===== config.mk =====
export PLATFORM = sky130hd
export DESIGN_NAME = uart_duplex
export DESIGN_NICKNAME = d
export VERILOG_FILES = /design/src/rtl/uart_pkg.sv /design/src/rtl/uart_bit_timer.sv /design/src/rtl/uart_duplex.sv
export SDC_FILE = /design/constraint.sdc
export NUM_CORES = 1
export LEC_CHECK = 0
export ABC_AREA = 1
export ABC_CLOCK_PERIOD_IN_PS = 8480
export BUFFER_PORTS_ARGS = -buffer_cell sky130_fd_sc_hd__buf_2
export CAP_MARGIN = 10
export CORE_MARGIN = 5
export CORE_UTILIZATION = 49
export DETAILED_ROUTE_END_ITERATION = 6
export GPL_TIMING_DRIVEN = 1
export PLACE_DENSITY = 0.73
export SLEW_MARGIN = 5
export SYNTH_ARGS = -nofsm -noshare
export SYNTH_HDL_FRONTEND = slang
export SYNTH_SLANG_ARGS = --single-unit

===== constraint.sdc =====
create_clock -name clk -period 8.48 [get_ports clk]
set_clock_uncertainty 0.05 [all_clocks]
set_input_delay 0.848 -clock clk [delete_from_list [all_inputs] [get_ports clk]]
set_output_delay 0.848 -clock clk [all_outputs]
set_load 0.01 [all_outputs]

===== src/rtl/uart_pkg.sv =====
// Shared encodings, FSM state types and timing/parity helpers for the
// full-duplex UART.
package uart_pkg;

    localparam int PERIOD_W = 20;

    localparam logic [1:0] PAR_NONE = 2'b00;
    localparam logic [1:0] PAR_ODD  = 2'b01;
    localparam logic [1:0] PAR_EVEN = 2'b10;

    localparam logic [1:0] BAUD_2400  = 2'b00;
    localparam logic [1:0] BAUD_4800  = 2'b01;
    localparam logic [1:0] BAUD_9600  = 2'b10;
    localparam logic [1:0] BAUD_19200 = 2'b11;

    localparam int BAUD_VAL_2400  = 2400;
    localparam int BAUD_VAL_4800  = 4800;
    localparam int BAUD_VAL_9600  = 9600;
    localparam int BAUD_VAL_19200 = 19200;

    typedef enum logic [2:0] {
        TX_IDLE, TX_START, TX_DATA, TX_PARITY, TX_STOP
    } tx_state_t;

    typedef enum logic [2:0] {
        RX_IDLE, RX_START, RX_DATA, RX_PARITY, RX_STOP
    } rx_state_t;

    function automatic logic [PERIOD_W-1:0] bit_period(input logic [1:0] baud_rate,
                                                       input int clk_freq);
        int baud;
        baud = BAUD_VAL_9600;
        unique case (baud_rate)
            BAUD_2400:  baud = BAUD_VAL_2400;
            BAUD_4800:  baud = BAUD_VAL_4800;
            BAUD_9600:  baud = BAUD_VAL_9600;
            BAUD_19200: baud = BAUD_VAL_19200;
            default:    baud = BAUD_VAL_9600;
        endcase
        return PERIOD_W'(clk_freq / baud);
    endfunction

    // Encoding 2'b11 is a second spelling of "no parity".
    function automatic logic parity_enabled(input logic [1:0] parity_type);
        return (parity_type == PAR_ODD) || (parity_type == PAR_EVEN);
    endfunction

    function automatic logic parity_bit(input logic [7:0] data, input logic [1:0] parity_type);
        return (parity_type == PAR_ODD) ? ~^data : ^data;
    endfunction

endpackage


===== src/rtl/uart_bit_timer.sv =====
// Restartable down-counter: load latches a period, tick pulses for one clock
// each time that period elapses, and the count reloads automatically.
module uart_bit_timer
    import uart_pkg::*;
(
    input  logic                clk,
    input  logic                rst_n,
    input  logic                load,
    input  logic [PERIOD_W-1:0] period,
    output logic                tick
);

    logic [PERIOD_W-1:0] period_q;
    logic [PERIOD_W-1:0] count;
    logic                running;

    assign tick = running && (count == '0);

    // NOTE: sequential state uses non-blocking assignments so every register
    // samples the pre-edge values regardless of statement order.
    always_ff @(posedge clk or negedge rst_n) begin
        if (!rst_n) begin
            period_q <= '0;
            count    <= '0;
            running  <= 1'b0;
        end else if (load) begin
            period_q <= period;
            count    <= period - 1'b1;
            running  <= 1'b1;
        end else if (tick) begin
            count <= period_q - 1'b1;
        end else if (running) begin
            count <= count - 1'b1;
        end
    end

endmodule


===== src/rtl/uart_duplex.sv =====
// Full-duplex UART: 8 data bits LSB first, optional odd/even parity, one stop
// bit; baud and parity are captured per frame, independently for TX and RX.
module uart_duplex
    import uart_pkg::*;
#(
    parameter int CLK_FREQ = 50_000_000
) (
    input  logic       clk,
    input  logic       rst_n,
    input  logic       send,
    input  logic [1:0] parity_type,
    input  logic [1:0] baud_rate,
    input  logic [7:0] data_transmit,
    input  logic       rx,
    output logic       tx,
    output logic       tx_active_flag,
    output logic       tx_done_flag,
    output logic       rx_active_flag,
    output logic       rx_done_flag,
    output logic [7:0] data_received,
    output logic [2:0] error_flag
);

    logic [PERIOD_W-1:0] live_period;
    logic [PERIOD_W-1:0] live_half;

    assign live_period = bit_period(baud_rate, CLK_FREQ);
    assign live_half   = (live_period > PERIOD_W'(1)) ? (live_period >> 1) : PERIOD_W'(1);

    // ---------------------------------------------------------------- TX
    tx_state_t  tx_state, tx_state_next;
    logic [7:0] tx_data, tx_data_next;
    logic [2:0] tx_idx, tx_idx_next;
    logic [1:0] tx_par, tx_par_next;
    logic       tx_next, tx_active_next, tx_done_next;
    logic       tx_load, tx_tick;

    uart_bit_timer u_tx_timer (
        .clk    (clk),
        .rst_n  (rst_n),
        .load   (tx_load),
        .period (live_period),
        .tick   (tx_tick)
    );

    // The line value is registered alongside the state so tx never glitches.
    // NOTE: every combinational output gets a default first, so no path can
    // leave it unassigned and infer a latch.
    always_comb begin
        tx_state_next  = tx_state;
        tx_data_next   = tx_data;
        tx_idx_next    = tx_idx;
        tx_par_next    = tx_par;
        tx_next        = tx;
        tx_active_next = tx_active_flag;
        tx_done_next   = tx_done_flag;
        tx_load        = 1'b0;
        unique case (tx_state)
            TX_IDLE: begin
                tx_next = 1'b1;
                if (send) begin
                    tx_state_next  = TX_START;
                    tx_data_next   = data_transmit;
                    tx_par_next    = parity_type;
                    tx_idx_next    = '0;
                    tx_next        = 1'b0;
                    tx_active_next = 1'b1;
                    tx_done_next   = 1'b0;
                    tx_load        = 1'b1;
                end
            end
            TX_START: if (tx_tick) begin
                tx_state_next = TX_DATA;
                tx_next       = tx_data[0];
            end
            TX_DATA: if (tx_tick) begin
                if (tx_idx == 3'd7) begin
                    if (parity_enabled(tx_par)) begin
                        tx_state_next = TX_PARITY;
                        tx_next       = parity_bit(tx_data, tx_par);
                    end else begin
                        tx_state_next = TX_STOP;
                        tx_next       = 1'b1;
                    end
                end else begin
                    tx_idx_next = tx_idx + 3'd1;
                    tx_next     = tx_data[tx_idx + 3'd1];
                end
            end
            TX_PARITY: if (tx_tick) begin
                tx_state_next = TX_STOP;
                tx_next       = 1'b1;
            end
            TX_STOP: if (tx_tick) begin
                tx_state_next  = TX_IDLE;
                tx_active_next = 1'b0;
                tx_done_next   = 1'b1;
            end
            default: tx_state_next = TX_IDLE;
        endcase
    end

    always_ff @(posedge clk or negedge rst_n) begin
        if (!rst_n) begin
            tx_state       <= TX_IDLE;
            tx_data        <= '0;
            tx_idx         <= '0;
            tx_par         <= PAR_NONE;
            tx             <= 1'b1;
            tx_active_flag <= 1'b0;
            tx_done_flag   <= 1'b0;
        end else begin
            tx_state       <= tx_state_next;
            tx_data        <= tx_data_next;
            tx_idx         <= tx_idx_next;
            tx_par         <= tx_par_next;
            tx             <= tx_next;
            tx_active_flag <= tx_active_next;
            tx_done_flag   <= tx_done_next;
        end
    end

    // ---------------------------------------------------------------- RX
    logic rx_meta, rx_sync, rx_prev, rx_fall;

    // Synchronizer resets to the idle level so reset release cannot look like a start bit.
    always_ff @(posedge clk or negedge rst_n) begin
        if (!rst_n) begin
            rx_meta <= 1'b1;
            rx_sync <= 1'b1;
            rx_prev <= 1'b1;
        end else begin
            rx_meta <= rx;
            rx_sync <= rx_meta;
            rx_prev <= rx_sync;
        end
    end

    assign rx_fall = rx_prev && !rx_sync;

    rx_state_t           rx_state, rx_state_next;
    logic [7:0]          rx_shift, rx_shift_next;
    logic [2:0]          rx_idx, rx_idx_next;
    logic [1:0]          rx_par, rx_par_next;
    logic                rx_par_err, rx_par_err_next;
    logic [PERIOD_W-1:0] rx_len, rx_len_next, rx_load_val;
    logic                rx_load, rx_tick;
    logic                rx_active_next, rx_done_next;
    logic [7:0]          data_received_next;
    logic [2:0]          error_flag_next;

    uart_bit_timer u_rx_timer (
        .clk    (clk),
        .rst_n  (rst_n),
        .load   (rx_load),
        .period (rx_load_val),
        .tick   (rx_tick)
    );

    // First timeout is half a bit to land on the start-bit centre; full bits follow.
    always_comb begin
        rx_state_next      = rx_state;
        rx_shift_next      = rx_shift;
        rx_idx_next        = rx_idx;
        rx_par_next        = rx_par;
        rx_par_err_next    = rx_par_err;
        rx_len_next        = rx_len;
        rx_load            = 1'b0;
        rx_load_val        = rx_len;
        rx_active_next     = rx_active_flag;
        rx_done_next       = 1'b0;
        data_received_next = data_received;
        error_flag_next    = error_flag;
        unique case (rx_state)
            RX_IDLE: if (rx_fall) begin
                rx_state_next   = RX_START;
                rx_active_next  = 1'b1;
                rx_len_next     = live_period;
                rx_par_next     = parity_type;
                rx_par_err_next = 1'b0;
                rx_load         = 1'b1;
                rx_load_val     = live_half;
            end
            RX_START: if (rx_tick) begin
                if (!rx_sync) begin
                    rx_state_next = RX_DATA;
                    rx_idx_next   = '0;
                    rx_load       = 1'b1;
                end else begin
                    rx_state_next  = RX_IDLE;
                    rx_active_next = 1'b0;
                end
            end
            RX_DATA: if (rx_tick) begin
                rx_shift_next = {rx_sync, rx_shift[7:1]};
                if (rx_idx == 3'd7) begin
                    rx_state_next = parity_enabled(rx_par) ? RX_PARITY : RX_STOP;
                end else begin
                    rx_idx_next = rx_idx + 3'd1;
                end
            end
            RX_PARITY: if (rx_tick) begin
                rx_par_err_next = (rx_sync != parity_bit(rx_shift, rx_par));
                rx_state_next   = RX_STOP;
            end
            RX_STOP: if (rx_tick) begin
                rx_state_next      = RX_IDLE;
                rx_active_next     = 1'b0;
                rx_done_next       = 1'b1;
                data_received_next = rx_shift;
                error_flag_next    = {!rx_sync, 1'b0, rx_par_err};
            end
            default: rx_state_next = RX_IDLE;
        endcase
    end

    always_ff @(posedge clk or negedge rst_n) begin
        if (!rst_n) begin
            rx_state       <= RX_IDLE;
            rx_shift       <= '0;
            rx_idx         <= '0;
            rx_par         <= PAR_NONE;
            rx_par_err     <= 1'b0;
            rx_len         <= '0;
            rx_active_flag <= 1'b0;
            rx_done_flag   <= 1'b0;
            data_received  <= '0;
            error_flag     <= '0;
        end else begin
            rx_state       <= rx_state_next;
            rx_shift       <= rx_shift_next;
            rx_idx         <= rx_idx_next;
            rx_par         <= rx_par_next;
            rx_par_err     <= rx_par_err_next;
            rx_len         <= rx_len_next;
            rx_active_flag <= rx_active_next;
            rx_done_flag   <= rx_done_next;
            data_received  <= data_received_next;
            error_flag     <= error_flag_next;
        end
    end

endmodule


# After elaboration in Yosys (flattened, before gate mapping)
# Index checks and enable logic that the tools add are counted.
# word_totals
reg_bits	153
input_bits	16
word_cells	174
# op_classes
addsub	8
div_mod_pow	1
order_cmp	2
n_eq_ne	34
n_mux	68
n_reduce_logical	35
# ops
op	n
2-to-1 mux 20 bit	8
case mux 32 bit (4 select lines)	1
subtractor 20 x 1 -> 20 bit, second input constant	6
2-to-1 mux 3 bit	21
zero test 20 bit	2
divider 27 x 32 -> 32 bit, first input constant	1
!= test 2 bit, second input constant	16
case mux 3 bit (5 select lines)	2
2-to-1 mux 1 bit	25
> comparator 20 x 1 -> 1 bit, second input constant	1
2-to-1 mux 19 bit	1
XNOR reduction 8 bit	2
XOR reduction 8 bit	2
equality test 3 x 2 -> 1 bit, second input constant	4
equality test 3 bit, second input constant	4
case mux 3 bit (2 select lines)	2
AND reduction 6 bit	2
AND reduction 5 bit	2
nonzero test 3 bit	3
equality test 2 bit, second input constant	4
case mux 1 bit (2 select lines)	4
AND reduction 2 bit	4
AND reduction 4 bit	2
nonzero test 2 bit	4
other kinds (16)	25

# Logic depth before layout (Yosys ltp)
# logic_depth
depth_word	9
mapped_depth	102
depth_no_buf	100

# By module
# Synthesis repeated with hierarchy kept, for this count alone.
# unflattened
hier_cells	1703
hier_area_um2	11952.7
# modules_own_cells
module	instances	cells_each	area_per_inst_um2
uart_duplex	1	915	6457.4
uart_bit_timer	2	394	2747.6

# Least setup slack after synthesis
# OpenSTA, ideal clock, no wires.
# synth_path
path_type	input to register
start	input baud_rate[1]
end	register u_rx_timer.count[18]
setup_time_ns	0.120
arrival_time_ns	11.495
required_time_ns	8.310
slack_ns	-3.185
cell_stages	97
n_path_buf	2
path_cell_list	inv_1 -> ha_1 -> buf_2 -> clkinv_1 -> ha_1 -> nor2_1 -> inv_1 -> ha_1 -> inv_1 -> o22ai_4 -> inv_2 -> nand2_1 -> nand2_1 -> inv_1 -> ha_1 -> nand3_1 -> nand2_1 -> nand2_2 -> [61 not listed] -> nand2_1 -> nand3_1 -> nor2_1 -> nand3_1 -> nand2_1 -> nand4_1 -> nand2_1 -> nand2_2 -> nand2_4 -> nand3_4 -> inv_2 -> ha_1 -> inv_1 -> nor4_1 -> nand3b_1 -> xnor2_1 -> o21ai_0 -> inv_1
# synth_via
elab_chain_cells	9
# synth_lines
item	line	source
from (decl)	uart_duplex.sv:12	input logic [1:0] baud_rate,
equality test 2 bit (tied with other cells)	uart_pkg.sv:33	unique case (baud_rate)
case mux 32 bit (4 select lines) (*)	uart_pkg.sv:33	
divider 27 x 32 -> 32 bit (*)	uart_pkg.sv:40	return PERIOD_W'(clk_freq / baud);
> comparator 20 x 1 -> 1 bit	uart_duplex.sv:28	assign live_half = (live_period > PERIOD_W'(1)) ? (live_period >> 1) : PERIOD_W'(1);
2-to-1 mux 19 bit (*)	uart_duplex.sv:28	
2-to-1 mux 20 bit (*)	uart_duplex.sv:175	RX_IDLE: if (rx_fall) begin
2-to-1 mux 20 bit (*)	uart_duplex.sv:174	unique case (rx_state)
subtractor 20 x 1 -> 20 bit (*)	uart_bit_timer.sv:28	count <= period - 1'b1;
2-to-1 mux 20 bit (*)	uart_bit_timer.sv:26	end else if (load) begin
to (signal assigned)	uart_bit_timer.sv:28	
to (signal assigned)	uart_bit_timer.sv:31	count <= period_q - 1'b1;
to (signal assigned)	uart_bit_timer.sv:33	count <= count - 1'b1;
to (decl)	uart_bit_timer.sv:14	logic [PERIOD_W-1:0] count;
# Every way passes the cells marked *; elsewhere a longest branch is shown, timed or not. The select of a mux whose other input is x is not followed.
# A chain may end at the register's enable or synchronous reset.

# Worst setup path in the final report
# layout_path
start	input baud_rate[1]
end	register u_rx_timer.count[16]
# The elaborated chain is that of the path after synthesis.

==> key figures <==
Yosys
  • Asr flop ratio synth: 100%
  • Top-area cell type share of the netlist area: roughly a third
  • EDFF count, synth: 0
  • Yosys reg bits: ~140
  • Synthesis Warnings: 0
  • Ys flop type: dfrtp_1
  • Mapped Avg Cell Area: roughly 7 µm²
  • Top cells by area, synth: dfrtp_1 (34%), nand2_1 (14%), inv_1 (7.6%)
  • Part of the Yosys area used for sequential elements: approximately a third
  • Mapped cell area: 10,400 µm²
  • Synth unique cells: 56
  • Post-synth top area cell: dfrtp_1
  • Synthesized instance count: between 1.5k and 2k

Drt
  • Detailed Routing Iterations Pass 1: 7
  • Via count: ~11k
  • Residual DRC: 1
  • DRT iter0 DRCs: 980
  • Avg WL per Cell: about 16 µm
  • Vias per cell: about 5.6
  • Post-DRT Antenna Nets: 0
  • Post-Route WL: ~33 mm

Floorplan
  • Die H: 156 µm
  • Die X: between 150 and 200 µm
  • Cell Rows: 53
  • Initial core utilization: a little under 50%
  • Die area: approximately 24,000 µm²
  • Core area: roughly 21,000 µm²
  • Io pins: 32

Power and ir drop
  • Sequential share of power: between 30 and 40%
  • Tot Pwr: 3.68 mW
  • Internal: about 2.1 mW
  • P per Cell Area: around 270 nW/µm²
  • Clk network pwr share: ~20%
  • Leak pwr: between 7 and 8 nW
  • Sw Pwr: 1.60 mW
  • Combinational power share: 49.9%
  • Maximum VDD drop: between 0.15 and 0.2 mV
  • Sw Share: around 43%

Clocking
  • H-tree Lvls: 4
  • Hold-fix buffers, CTS: 0
  • Clk buf depth: 2
  • Root Driver: clkbuf_16
  • Reg clk slew, reported paths: approximately 0.070 ns
  • CTS Buf Count: 17
  • Sink Count: between 100 and 150
  • Skew-Pair Late Insertion Delay: around 0.43 ns
  • Clock tree from TritonCTS: done

Worst setup path
  • Crit end category: flop
  • Buffers & Inverters on Critical Path: 21
  • Crit path arrival time: roughly 11 ns
  • Worst setup path class: primary input to flop
  • WP data required: 8.78 ns
  • Slowest CP cell: ha_1
  • Crit path max fanout: 7
  • Critical path's top delay family: simple AND/OR/NAND/NOR gates
  • CP startpoint kind: primary input
  • CP peak stage delay: 0.30 ns
  • CP most frequent cell: nand2_2

Timing
  • Relative slew slack: 34.5%
  • Fin crit share: 123%
  • RSZ-0062 raised after global routing: true
  • Final Hold Vio Count: 0
  • Actual slew at the worst max-slew pin: between 0.9 and 1 ns
  • Final worst-path setup slack: -1.99 ns
  • Final Max Tran Viols: 0
  • Setup-failing EPs final: 28
  • F_max: approximately 95 MHz
  • Min Tclk post-route: 10.47 ns

Finish
  • Most common cell after layout, fill and taps aside: nand2_1
  • Final instance area: roughly 14,000 µm²
  • Finished Layout Cells: 2,040
  • Commonest non-fill, non-tap cells in the layout: nand2_1 (353), buf_4 (211), inv_1 (203)
  • Fraction of layout cells with a size suffix above 1: about 27%
  • Layout Nets: 1,798
  • Area growth, synth to finish: 31.3%
  • Ant diodes: 0

Flow run
  • Max-cap violation count: 0

Global route
  • Most Used Layer, Global Route: met2
  • Global Route Usage Sum: about a quarter
  • Initial antenna violation count: 1
  • GR Overflow Total: 0
  • Global-route wire length before repair: between 50 and 60 mm
  • Met3 usage: around 4.0%
  • Largest net degree at the start of global routing: 78
  • Met1 Use GR: approximately a third
  • Number of global-route vias before repair: 10.8k
  • Met2 usage: about 45%

Place
  • Placed inst area: about 12,000 µm²
  • Placer Congestion: about 0.92
  • Hpwl dp: 22.5 mm
  • Placed Instances: 1,937
  • # port buffers: 30

Min path
  • Hold Path Class: flop to flop

Status
  • Failing checks: DRC, setup timing
  • Status: finished, violations left
metrics by stage:
stage / util (%) / TNS, ns / hold WS (ns) / setup WS (ns)
floorplan: - / -44.07 / 0.295 / -2.20
global placement: 57.5 / -46.79 / 0.300 / -2.16
detailed placement: 57.5 / -54.39 / 0.303 / -2.44
CTS: 62.8 / -32.20 / 0.313 / -1.59
global route: 65.2 / -60.05 / 0.321 / -2.70
finish: 65.2 / -40.37 / 0.310 / -1.99
registers in the layout, summed over array words and instances (netlist names), 8 cells and up:
signal and flops:
u_tx_timer.count 20, u_tx_timer.period_q 16, u_rx_timer.period_q 19, rx_len 16
tx_data 8, u_rx_timer.count 20, rx_shift 8, data_received 8
power groups by stage:
stage / registers [mW] / clock network (mW) / logic (mW)
finish: 1.11 / 0.731 / 1.84
global placement: 1.11 / 0 / 1.58
detailed placement: 1.12 / 0 / 1.62
CTS: 1.11 / 0.739 / 1.70
global route: 1.14 / 0.774 / 2.04
floorplan: 1.06 / 0 / 1.15
path summary, 6_finish.rpt:
path	from	endpoint	slack (ns)	cells after the start
setup / recovery	baud_rate[1]	u_rx_timer.count[16]	-1.99	98
hold / removal	rx_meta	rx_sync	0.31	0
setup reg to reg	u_rx_timer.count[8]	u_rx_timer.count[17]	3.90	17
hold reg to reg	rx_meta	rx_sync	0.31	0
max in group asynchronous	rst_n	rx_len[14]	6.60	2
min in group asynchronous	rst_n	tx_state[2]	0.36	1
Yosys cell counts (9+ instances only):
master    instances
a31oi_1           9
nand2_2          23
inv_2            12
xnor2_1          14
nand2_1         395
o21ai_0         125
clkbuf_1         24
xor2_1           33
ha_1             30
nand3_1         111
nor4_1           15
a21oi_1          63
buf_2            12
inv_1           210
nand4_1          32
nor2_1          124
nor3_1           15
o221ai_1         13
dfrtp_1         140
what timing repair did:
action                     CTS  global route
gates cloned                 1             1
buffers inserted            45            27
gates resized for setup     57            74
setup endpoints to repair   28            31
pin swaps                   37            52
layer usage:
layer,wire length [µm],vias up
li1,-,5406
met1,13300,5310
met2,15900,513
met3,2320,105
met4,1110,2
met5,13,-
final cells by class:
type                            instances  area, µm²
Fill cell                            1704       7310
Multi-Input combinational cell       1105       6360
Inverter                              229        903
Sequential cell                       144       3610
Tap cell                              275        344
Clock buffer                           18        439
Clock inverter                         14        140
Timing Repair Buffer                  255       1910
cells by family (layout without fill, tap and decap cells):
kind of cell / after synthesis / count (layout) / share of synthesized area, %
AO/OA/AOI/OAI: 262 / 262 / 14.6
AND/OR/NAND/NOR: 762 / 764 / 33.0
XOR/XNOR: 47 / 47 / 3.94
other: 1 / 2 / 0.0359
buffers and inverters: 271 / 516 / 10.2
flip-flops: 144 / 144 / 34.6
adder cells (fa/ha/maj): 30 / 30 / 3.60
Note: power is estimated with default switching activity, not from simulation.
